`src/rtl/keccak_pkg.sv`:
```
`default_nettype none
// ---------------------------------------------------------------------------
// keccak_pkg : shared Keccak round-control constants, FSM states, rc(t) step
// Revision   : 1.0
// ---------------------------------------------------------------------------
package keccak_pkg;

  localparam int         ROUNDS_200   = 18;
  localparam int         ROUNDS_1600  = 24;
  localparam logic [7:0] RC_LFSR_POLY = 8'h71;
  localparam logic [7:0] RC_LFSR_INIT = 8'h01;

  typedef enum logic [1:0] {
    IDLE = 2'd0,
    RUN  = 2'd1,
    DONE = 2'd2
  } state_t;

  typedef struct packed {
    logic [6:0] rc;
    logic [7:0] next;
  } rc_step_t;

  // Seven rc(t) output bits of one round plus the LFSR state for the next round
  function automatic rc_step_t rc_bits(input logic [7:0] lfsr);
    rc_step_t   res;
    logic [7:0] s;
    res = '0;
    s   = lfsr;
    for (int j = 0; j < 7; j++) begin
      res.rc[j] = s[0];
      s = {s[6:0], 1'b0} ^ (s[7] ? RC_LFSR_POLY : 8'h00);
    end
    res.next = s;
    return res;
  endfunction

endpackage
`default_nettype wire

```
`src/rtl/keccak_round_sequencer_if.sv`:
```
`default_nettype none
// ---------------------------------------------------------------------------
// keccak_round_sequencer_if : start/done handshake and round-control outputs
// Revision                  : 1.0
// ---------------------------------------------------------------------------
interface keccak_round_sequencer_if #(
  parameter int W = 8
);

  logic         StartxSI;
  logic         AbortxSI;
  logic         AckxSI;
  logic         ReadyxSO;
  logic         RoundEnxSO;
  logic         FirstRoundxSO;
  logic         LastRoundxSO;
  logic [4:0]   RoundNrxDO;
  logic [W-1:0] RCxDO;
  logic         DonexSO;

  modport master (
    output StartxSI, AbortxSI, AckxSI,
    input  ReadyxSO, RoundEnxSO, FirstRoundxSO, LastRoundxSO,
    input  RoundNrxDO, RCxDO, DonexSO
  );

  modport slave (
    input  StartxSI, AbortxSI, AckxSI,
    output ReadyxSO, RoundEnxSO, FirstRoundxSO, LastRoundxSO,
    output RoundNrxDO, RCxDO, DonexSO
  );

endinterface
`default_nettype wire

```
`src/rtl/keccak_rc_lfsr.sv`:
```
`default_nettype none
// ---------------------------------------------------------------------------
// keccak_rc_lfsr : rc(t) LFSR with 7-step unroll and W-wide iota constant
// Revision       : 1.0
// ---------------------------------------------------------------------------
module keccak_rc_lfsr
  import keccak_pkg::*;
#(
  parameter int W = 8
) (
  input  wire          clk,
  input  wire          rst_n,
  input  wire          load,
  input  wire          advance,
  input  wire          enable,
  output logic [W-1:0] rc
);

  logic [7:0]   lfsr;
  rc_step_t     step;
  logic [W-1:0] rc_raw;
  logic         unused_rc;

  assign step = rc_bits(lfsr);

  always_ff @(posedge clk or negedge rst_n) begin
    if (!rst_n) begin
      lfsr <= RC_LFSR_INIT;
    end else if (load) begin
      lfsr <= RC_LFSR_INIT;
    end else if (advance) begin
      lfsr <= step.next;
    end
  end

  // Only positions 2^j-1 carry a round-constant bit; for W=8 that is j=0..3
  for (genvar i = 0; i < W; i++) begin : g_rc
    if (((i + 1) & i) == 0) begin : g_tap
      assign rc_raw[i] = step.rc[$clog2(i + 1)];
    end else begin : g_zero
      assign rc_raw[i] = 1'b0;
    end
  end

  assign unused_rc = ^step.rc;
  assign rc        = enable ? rc_raw : '0;

endmodule
`default_nettype wire

```
`src/rtl/keccak_round_sequencer.sv`:
```
`default_nettype none
// ---------------------------------------------------------------------------
// keccak_round_sequencer : Keccak-f round FSM, round/cycle counters, iota RC
// Revision               : 1.0
// ---------------------------------------------------------------------------
module keccak_round_sequencer
  import keccak_pkg::*;
#(
  parameter int W                = 8,
  parameter int CYCLES_PER_ROUND = 1
) (
  input  wire                     ClkxCI,
  input  wire                     RstxRBI,
  keccak_round_sequencer_if.slave bus
);

  localparam int         ROUNDS     = (W == 8) ? ROUNDS_200 : ROUNDS_1600;
  localparam logic [4:0] LAST_ROUND = 5'(ROUNDS - 1);
  localparam logic [3:0] LAST_CYCLE = 4'(CYCLES_PER_ROUND - 1);

  if (W != 8 && W != 64) begin : g_bad_width
    $error("keccak_round_sequencer: W must be 8 or 64");
  end

  if (CYCLES_PER_ROUND < 1 || CYCLES_PER_ROUND > 15) begin : g_bad_cpr
    $error("keccak_round_sequencer: CYCLES_PER_ROUND must be 1..15");
  end

  state_t     state;
  logic [4:0] round_nr;
  logic [3:0] cycle_cnt;
  logic       round_end;
  logic       last_round;
  logic       lfsr_load;
  logic       lfsr_advance;
  logic [W-1:0] rc;

  assign round_end  = (state == RUN) && (cycle_cnt == LAST_CYCLE);
  assign last_round = (round_nr == LAST_ROUND);

  always_ff @(posedge ClkxCI or negedge RstxRBI) begin
    if (!RstxRBI) begin
      state     <= IDLE;
      round_nr  <= '0;
      cycle_cnt <= '0;
    end else if (bus.AbortxSI) begin
      state     <= IDLE;
      round_nr  <= '0;
      cycle_cnt <= '0;
    end else begin
      case (state)
        IDLE: begin
          if (bus.StartxSI) begin
            state     <= RUN;
            round_nr  <= '0;
            cycle_cnt <= '0;
          end
        end
        RUN: begin
          if (cycle_cnt == LAST_CYCLE) begin
            cycle_cnt <= '0;
            // Round index saturates at the final round while DONE is shown
            if (last_round) begin
              state <= DONE;
            end else begin
              round_nr <= round_nr + 5'd1;
            end
          end else begin
            cycle_cnt <= cycle_cnt + 4'd1;
          end
        end
        DONE: begin
          if (bus.AckxSI) begin
            state     <= bus.StartxSI ? RUN : IDLE;
            round_nr  <= '0;
            cycle_cnt <= '0;
          end
        end
        default: begin
          state     <= IDLE;
          round_nr  <= '0;
          cycle_cnt <= '0;
        end
      endcase
    end
  end

  // Holding the LFSR at its seed outside RUN makes every RUN entry start at rc(0)
  assign lfsr_load    = bus.AbortxSI || (state != RUN);
  assign lfsr_advance = round_end && !last_round;

  keccak_rc_lfsr #(
    .W (W)
  ) u_rc_lfsr (
    .clk     (ClkxCI),
    .rst_n   (RstxRBI),
    .load    (lfsr_load),
    .advance (lfsr_advance),
    .enable  (state == RUN),
    .rc      (rc)
  );

  assign bus.ReadyxSO      = (state == IDLE);
  assign bus.DonexSO       = (state == DONE);
  assign bus.RoundEnxSO    = round_end;
  assign bus.FirstRoundxSO = (state == RUN) && (round_nr == 5'd0);
  assign bus.LastRoundxSO  = (state == RUN) && last_round;
  assign bus.RoundNrxDO    = round_nr;
  assign bus.RCxDO         = rc;

endmodule
`default_nettype wire
```
`src/flat_wrapper.sv`:
```
// flat-port wrapper written by rule: the top's interface ports become plain ports
module keccak_round_sequencer_flat import keccak_pkg::*;
#(
  parameter int W                = 8,
  parameter int CYCLES_PER_ROUND = 1
)
  (ClkxCI, RstxRBI, bus_StartxSI, bus_AbortxSI, bus_AckxSI, bus_ReadyxSO, bus_RoundEnxSO, bus_FirstRoundxSO, bus_LastRoundxSO, bus_RoundNrxDO, bus_RCxDO, bus_DonexSO);
  keccak_round_sequencer_if #(.W(W)) bus_i ();
  input  wire ClkxCI;
  input  wire RstxRBI;
  input wire logic [$bits(bus_i.StartxSI)-1:0] bus_StartxSI;
  input wire logic [$bits(bus_i.AbortxSI)-1:0] bus_AbortxSI;
  input wire logic [$bits(bus_i.AckxSI)-1:0] bus_AckxSI;
  output wire logic [$bits(bus_i.ReadyxSO)-1:0] bus_ReadyxSO;
  output wire logic [$bits(bus_i.RoundEnxSO)-1:0] bus_RoundEnxSO;
  output wire logic [$bits(bus_i.FirstRoundxSO)-1:0] bus_FirstRoundxSO;
  output wire logic [$bits(bus_i.LastRoundxSO)-1:0] bus_LastRoundxSO;
  output wire logic [$bits(bus_i.RoundNrxDO)-1:0] bus_RoundNrxDO;
  output wire logic [$bits(bus_i.RCxDO)-1:0] bus_RCxDO;
  output wire logic [$bits(bus_i.DonexSO)-1:0] bus_DonexSO;
  assign bus_i.StartxSI = bus_StartxSI;
  assign bus_i.AbortxSI = bus_AbortxSI;
  assign bus_i.AckxSI = bus_AckxSI;
  assign bus_ReadyxSO = bus_i.ReadyxSO;
  assign bus_RoundEnxSO = bus_i.RoundEnxSO;
  assign bus_FirstRoundxSO = bus_i.FirstRoundxSO;
  assign bus_LastRoundxSO = bus_i.LastRoundxSO;
  assign bus_RoundNrxDO = bus_i.RoundNrxDO;
  assign bus_RCxDO = bus_i.RCxDO;
  assign bus_DonexSO = bus_i.DonexSO;
  keccak_round_sequencer #(.W(W), .CYCLES_PER_ROUND(CYCLES_PER_ROUND)) u_core (.ClkxCI(ClkxCI), .RstxRBI(RstxRBI), .bus(bus_i));
endmodule
```
`config.mk`:
```
export PLATFORM = sky130hd
export DESIGN_NAME = keccak_round_sequencer_flat
export DESIGN_NICKNAME = d
export VERILOG_FILES = /design/src/rtl/keccak_pkg.sv /design/src/rtl/keccak_round_sequencer_if.sv /design/src/rtl/keccak_rc_lfsr.sv /design/src/rtl/keccak_round_sequencer.sv /design/src/flat_wrapper.sv
export SDC_FILE = /design/constraint.sdc
export NUM_CORES = 1
export LEC_CHECK = 0
export CORE_ASPECT_RATIO = 0.75
export CORE_UTILIZATION = 45
export DETAILED_ROUTE_END_ITERATION = 16
export PLACE_DENSITY = 0.71
export SETUP_SLACK_MARGIN = 0.3
export SYNTH_ARGS = -nofsm -noshare
export SYNTH_HDL_FRONTEND = slang
export SYNTH_SLANG_ARGS = --single-unit
export TNS_END_PERCENT = 20
```
`constraint.sdc`:
```
create_clock -name ClkxCI -period 2.1 [get_ports ClkxCI]
set_input_delay 0.21 -clock ClkxCI [delete_from_list [all_inputs] [get_ports ClkxCI]]
set_output_delay 0.21 -clock ClkxCI [all_outputs]
set_load 0.005 [all_outputs]
```
==> results by group, run 1 <==
Status
  • Outcome: finished clean

Final layout
  • Synthesis-to-finish area growth: 25.0%
  • Final Non-Filler Cells: 199
  • Share of cells above drive strength 1: 19.6%
  • Final #Nets: 174
  • Diode count: 0
  • # fillers: 229

Timing
  • Unrepaired setup endpoints after global routing: yes
  • Worst hold slack: 287 ps
  • Worst-Margin Slew: 598 ps
  • Min Tclk post-route: 1780 ps
  • Final setup viols: 0
  • Max Slew Vio Count: 0
  • Period utilisation layout: 85.0%
  • Fmax: 560 MHz
  • Final Worst Setup Slack: 315 ps
  • Setup TNS Final: 0 ps
  • Final hold viol count: 0
  • Relative slew slack: 60.0%
  • Fin Clk Skew: 2.58 ps

Clock network
  • Sink Count: 19
  • Clk Latency, worst-skew pair: 250 ps
  • Clock buffer depth: 2
  • H-tree Lvls: 1
  • CTS tree: built
  • Clk Tree Root Cell: clkbuf_8
  • Worst-path clk slew: 70 ps
  • Total CTS buffers: 3

Place
  • Placed cells: 188
  • IO buf count: 18
  • Detailed placer's ending HPWL: 1960 um
  • Final Wtd Congestion: 0.809
  • DP Worst Slack: 278 ps

Global route
  • Vias in the first global route: 933
  • Gr ovfl total: 0
  • First-pass GRT wire length: 4300 um
  • Gr usage total: 18.9%
  • Maximum number of pins on one net before global-route repair: 20
  • Initial antenna violation count: 0

Route
  • Drt pass-1 iters: 4
  • Vias after detailed routing: 1029
  • Final WL: 2710 um
  • First DRT Iteration DRCs: 63
  • Routed WL per cell: 13.6 um
  • DR vias/cell: 5.17
  • # DRC: 0
  • DRT antenna net count: 0

Die
  • Core footprint: 2640 um^2
  • Die H: 48.1 um
  • Die Span X: 63.4 um
  • Overall die area: 3050 um^2
  • Row count: 16
  • Starting Density: 48.2%
  • # IOs: 23

Worst setup path
  • Highest-delay cell along the critical path: clkdlybuf4s50_1
  • Worst Path Max Fanout: 6
  • CP endpoint kind: primary output
  • Worst r2r src: u_core.cycle_cnt[0]
  • Crit Path Category: reg -> out
  • Crit-path max cell delay: 490 ps
  • FF-to-FF End: u_core.bus.RoundNrxDO[1]
  • Worst R2R Path Depth: 7
  • Worst path cell trace: nor2b_4, and4_1, clkdlybuf4s50_1
  • Arrival @ worst endpoint: 1570 ps
  • Setup crit start: u_core.state[1]
  • CP Launch Type: flip-flop
  • CP required: 1890 ps
  • Worst reg-to-reg setup slack: 360 ps

Yosys
  • Compound-gate portion of the synthesized area: 12.2%
  • Post-synthesis mux area share: 0%
  • Largest family of logic cells by synthesized area: simple AND/OR/NAND/NOR gates
  • Library cells used by synthesis: 39
  • Synth Area in XOR/XNOR: 14.4%
  • Cell area after synthesis: 1270 um^2
  • Cells after synthesis: 136
  • Post-Synth Simple-Gate Area: 24.3%
  • Sequential cell area fraction in the yosys report: 37.4%
  • Syn Area/Cell: 9.37 um^2
  • Synth warnings: 0
  • Synth Area in Adders: 4.91%
  • Post-synthesis register bit count: 19

Min path
  • Hold/Removal Path Class: in -> async

Pwr
  • Pwr per Cell Area: 481 nW/um^2
  • Power, Total: 0.767 mW
  • Leakage: 0.663 nW
  • Peak supply drop: 479 uV

Run
  • Max Cap Viol: 0
layout make-up:
cell class                      count  area (um^2)  area share [%]
Clock buffer                        4         45.0            2.83
Inverter                            6         22.5            1.41
Multi-Input combinational cell    105          743            46.7
Sequential cell                    19          480            30.2
Tap cell                           36         45.0            2.83
Timing Repair Buffer               29          256            16.1
logic make-up after synthesis:
family | after synthesis
xor gates and xnor gates | 17
and+or+nand+nor | 52
other | 1
AOI/OAI and AO/OA | 27
adders and majority gates | 5
buffers and inverters | 15
DFF | 19
power by group:
group	switching (mW)	internal [mW]	total [mW]
logic	0.0586	0.0682	0.127
registers	0.0141	0.376	0.390
clock network	0.115	0.135	0.250
layout by cell type, fill, tap and decap left out, drive strengths merged, types with 2 or more instances in the layout:
master	count
or3b	2
nor3b	2
nor2b	3
xnor2	14
a31oi	3
clkdlybuf4s50	16
inv	6
clkbuf	5
a21o	2
nand3	4
nor3	3
ha	5
conb	4
o21ai	11
nand4	2
and2	3
buf	11
nor2	14
or3	4
a21oi	9
xnor3	2
dfrtp	18
nand2	11
synthesized netlist by cell type:
cell | instances | area [um^2]
nor3_2 | 2 | 20.0
nor3b_2 | 1 | 12.5
buf_4 | 4 | 30.0
nand2_1 | 10 | 37.5
xnor3_1 | 2 | 45.0
nor2b_1 | 3 | 18.8
nand2_2 | 1 | 6.26
a31oi_1 | 3 | 18.8
buf_6 | 1 | 11.3
a32o_1 | 1 | 10.0
nand3_1 | 4 | 20.0
nor2_8 | 1 | 20.0
o21a_1 | 1 | 7.51
nor3b_1 | 1 | 7.51
and4_1 | 1 | 8.76
o21ai_2 | 1 | 8.76
nor2_1 | 13 | 48.8
ha_1 | 5 | 62.6
nand2b_1 | 1 | 6.26
inv_1 | 6 | 22.5
xor2_1 | 1 | 8.76
o21ai_0 | 4 | 20.0
dfrtp_1 | 18 | 450
or3b_1 | 2 | 17.5
nor3_1 | 1 | 5.00
nand4bb_1 | 1 | 11.3
a21o_1 | 2 | 15.0
o21ai_1 | 6 | 30.0
and4bb_2 | 1 | 12.5
or3_1 | 4 | 25.0
dfstp_2 | 1 | 26.3
clkbuf_1 | 1 | 3.75
xnor2_2 | 1 | 16.3
xnor2_1 | 13 | 114
conb_1 | 1 | 3.75
buf_2 | 3 | 15.0
nand4_1 | 2 | 12.5
a21oi_1 | 9 | 45.0
and2_1 | 3 | 18.8
sequential cells by signal, summed over array words and instances (netlist names):
register	count
u_core.state	2
u_core.cycle_cnt	4
u_core.bus.RoundNrxDO	5
u_core.u_rc_lfsr.lfsr	8
metrics by stage:
step	utilization, %	instance area [um^2]
2_1_floorplan	-	1280
3_3_place_gp	56.0	1480
3_5_place_dp	56.0	1480
4_1_cts	59.3	1570
5_1_grt	60.3	1590
6_report	60.3	1590
layer usage:
metal	track usage, %	wire length [um]
met2	32.6	1280
met4	2.73	11
met1	25.3	1330
met3	4.52	94
met5	0	0
how the worst max path moves through the flow:
stage / endpoint / depth (start not counted)
3_5_place_dp: bus_RoundEnxSO / 5
2_1_floorplan: u_core.bus.RoundNrxDO[1] / 7
4_1_cts: bus_RCxDO[7] / 3
6_report: bus_FirstRoundxSO / 3
3_3_place_gp: bus_RoundEnxSO / 5
5_1_grt: bus_FirstRoundxSO / 3
timing repair:
| item | 4_1_cts | 5_1_grt |
|---|---|---|
| buffers inserted | 4 | 3 |
| resized for setup | 8 | 6 |
| endpoints found under the setup margin | 8 | 11 |
| pin swaps | 0 | 1 |
| hold buffers | 0 | 0 |
critical path: cells and delay by family, from the launching register on:
| kind | cells | cell delay [ps] |
|---|---|---|
| flops | 1 | 460 |
| simple gates | 2 | 370 |
| buf+inv | 1 | 490 |
Power figures use the tool's default switching activity.
==> run 2: changes to the inputs <==
- clock period: 2.1 -> 1.8 ns (I/O delays scaled with it)
==> results by group, run 2 (synthesized netlist as in run 1, its figures left out) <==
Status
  • Outcome: finished clean

Clock network
  • H-tree Lvls: 1 (unchanged)
  • Total CTS buffers: 3 (unchanged)
  • Clk Latency, worst-skew pair: 250 ps (about the same)
  • Sink Count: 19 (unchanged)
  • Clk Tree Root Cell: clkbuf_8
  • Clock buffer depth: 2 (unchanged)
  • # hold bufs at CTS: 0 (unchanged)
  • Worst-path clk slew: 70 ps (about the same)
  • CTS tree: built

Die
  • Row count: 16 (unchanged)
  • Starting Density: 48.2% (unchanged)
  • Overall die area: 3050 um^2 (unchanged)
  • Core footprint: 2640 um^2 (unchanged)
  • Die Span X: 63.4 um (unchanged)
  • Die H: 48.1 um (unchanged)
  • # IOs: 23 (unchanged)

Route
  • DR vias/cell: 5.07 (-2.0%)
  • First DRT Iteration DRCs: 24 (-62%)
  • Final WL: 2890 um (+6.7%)
  • Vias after detailed routing: 1034 (+0.49%)
  • Routed WL per cell: 14.2 um (+4.1%)
  • DRT antenna net count: 0 (unchanged)
  • Drt pass-1 iters: 4 (unchanged)
  • # DRC: 0 (unchanged)

Final layout
  • Flip-flop count of the largest register after layout: 8 (unchanged)
  • Final Core Density: 63.1% (+2.8 points)
  • Reg with most FFs: u_core.u_rc_lfsr.lfsr
  • Final Cell Area: 1670 um^2 (+4.7%)
  • Synthesis-to-finish area growth: 30.9%
  • Final #Nets: 179 (+2.9%)
  • Most frequent cells in the layout: buf_4, dfrtp_1, clkdlybuf4s50_1
  • Diode count: 0 (unchanged)
  • Share of cells above drive strength 1: 26.2% (+6.6 points)
  • Final Non-Filler Cells: 204 (+2.5%)

Timing
  • Period utilisation layout: 95.0%
  • Setup TNS Final: 0 ps (unchanged)
  • Fin Clk Skew: 1.05 ps (-1.53 ps)
  • Max Slew Vio Count: 0 (unchanged)
  • Unrepaired setup endpoints after global routing: yes
  • Final hold viol count: 0 (unchanged)
  • Final setup viols: 0 (unchanged)
  • Worst hold slack: 260 ps (-26.5 ps)
  • Fmax: 585 MHz
  • Min Tclk post-route: 1710 ps

Worst setup path
  • Crit Path Category: reg -> reg
  • Arrival @ worst endpoint: 1850 ps (+280 ps)
  • Worst path cell trace: inv_2, ha_4, or3b_4, buf_6, nor2_8, o21ai_2, a32o_1
  • CP required: 1940 ps (+50 ps)
  • Worst Path Max Fanout: 8 (+2)
  • CP Launch Type: flip-flop
  • Highest-delay cell along the critical path: dfrtp_1
  • Family with the most delay on the worst path: simple AND/OR/NAND/NOR gates
  • CP endpoint kind: flip-flop
  • Worst Path Buf+Inv: 2 (+1)
  • Crit-path max cell delay: 410 ps (-80 ps)

Global route
  • Routing usage on met1: 26.4% (+1.1 points)
  • Gr ovfl total: 0 (unchanged)
  • GR peak layer: met2
  • Vias in the first global route: 971 (+4.1%)
  • Met3 usage: 5.00% (+0.48 points)
  • Gr usage total: 21.0% (+2.1 points)
  • Maximum number of pins on one net before global-route repair: 20 (unchanged)
  • Met2 usage: 37.2% (+4.7 points)
  • Initial antenna violation count: 0 (unchanged)
  • First-pass GRT wire length: 4640 um (+7.9%)

Place
  • Detailed placer's ending HPWL: 2100 um (+7.3%)
  • Final Wtd Congestion: 0.814 (+0.70%)
  • Placed Area: 1520 um^2 (+2.5%)
  • IO buf count: 18 (unchanged)
  • Placed cells: 193 (+2.7%)

Min path
  • Hold/Removal Path Class: in -> async

Pwr
  • Pwr per Cell Area: 550 nW/um^2 (+14%)
  • Leakage: 0.694 nW (+4.6%)
  • Peak supply drop: 393 uV (-18%)

Run
  • Max Cap Viol: 0 (unchanged)
## run 2: worst register-to-register path: stages, from the launching register on
cell and delay (ps):
dfrtp_1 410, inv_2 110, ha_4 150, or3b_4 390
buf_6 150, nor2_8 130, o21ai_2 70, a32o_1 190
## run 2: worst paths after layout
path / startpoint / end / slack, ps / cells after the start
min in group ClkxCI: u_core.u_rc_lfsr.lfsr[0] / u_core.u_rc_lfsr.lfsr[0] / 520 / 2
max in group asynchronous: RstxRBI / u_core.u_rc_lfsr.lfsr[0] / 1270 / 2
min: RstxRBI / u_core.u_rc_lfsr.lfsr[6] / 260 / 2
min reg2reg: u_core.u_rc_lfsr.lfsr[0] / u_core.u_rc_lfsr.lfsr[0] / 520 / 2
max reg2reg: u_core.cycle_cnt[0] / u_core.bus.RoundNrxDO[1] / 90 / 7
max: u_core.cycle_cnt[0] / u_core.bus.RoundNrxDO[1] / 90 / 7
## run 2: final cells by class
cell class	count	area (um^2)
inverter	6	22.5
tap	36	45.0
clock buffer	4	45.0
sequential	19	480
timing repair buffer	34	288
fill	232	975
multi-input combinational	105	787
## run 2: report_power, final
part / total (mW) / switching (mW) / internal (mW)
clock: 0.294 / 0.137 / 0.157
sequential: 0.451 / 0.0127 / 0.438
combinational: 0.173 / 0.0798 / 0.0932
total: 0.918 / 0.229 / 0.689
## run 2: per-layer routing
metal / wire, um / part of all wire [%]
met2: 1470 / 51
met4: 36 / 1.2
met1: 1270 / 44
met3: 112 / 3.9
met5: 0 / 0
## run 2: stage by stage
step	power, mW	setup slack, ps
floorplan	0.548	229
global placement	0.611	56.0
detailed placement	0.615	11.5
CTS	0.923	65.1
global route	0.963	43.9
finish	0.918	89.9
## run 2: timing repair
action                     CTS  global route
pin swaps                    3             7
setup endpoints to repair   23            27
hold endpoints to repair     0             0
gates resized for setup     25             6
setup buffers                5             2
==> run 3: changes to the inputs <==
- CAP_MARGIN: not set -> 20
==> results of run 3 <==
The final DEF is identical to that of run 2; final timing and power are the same.
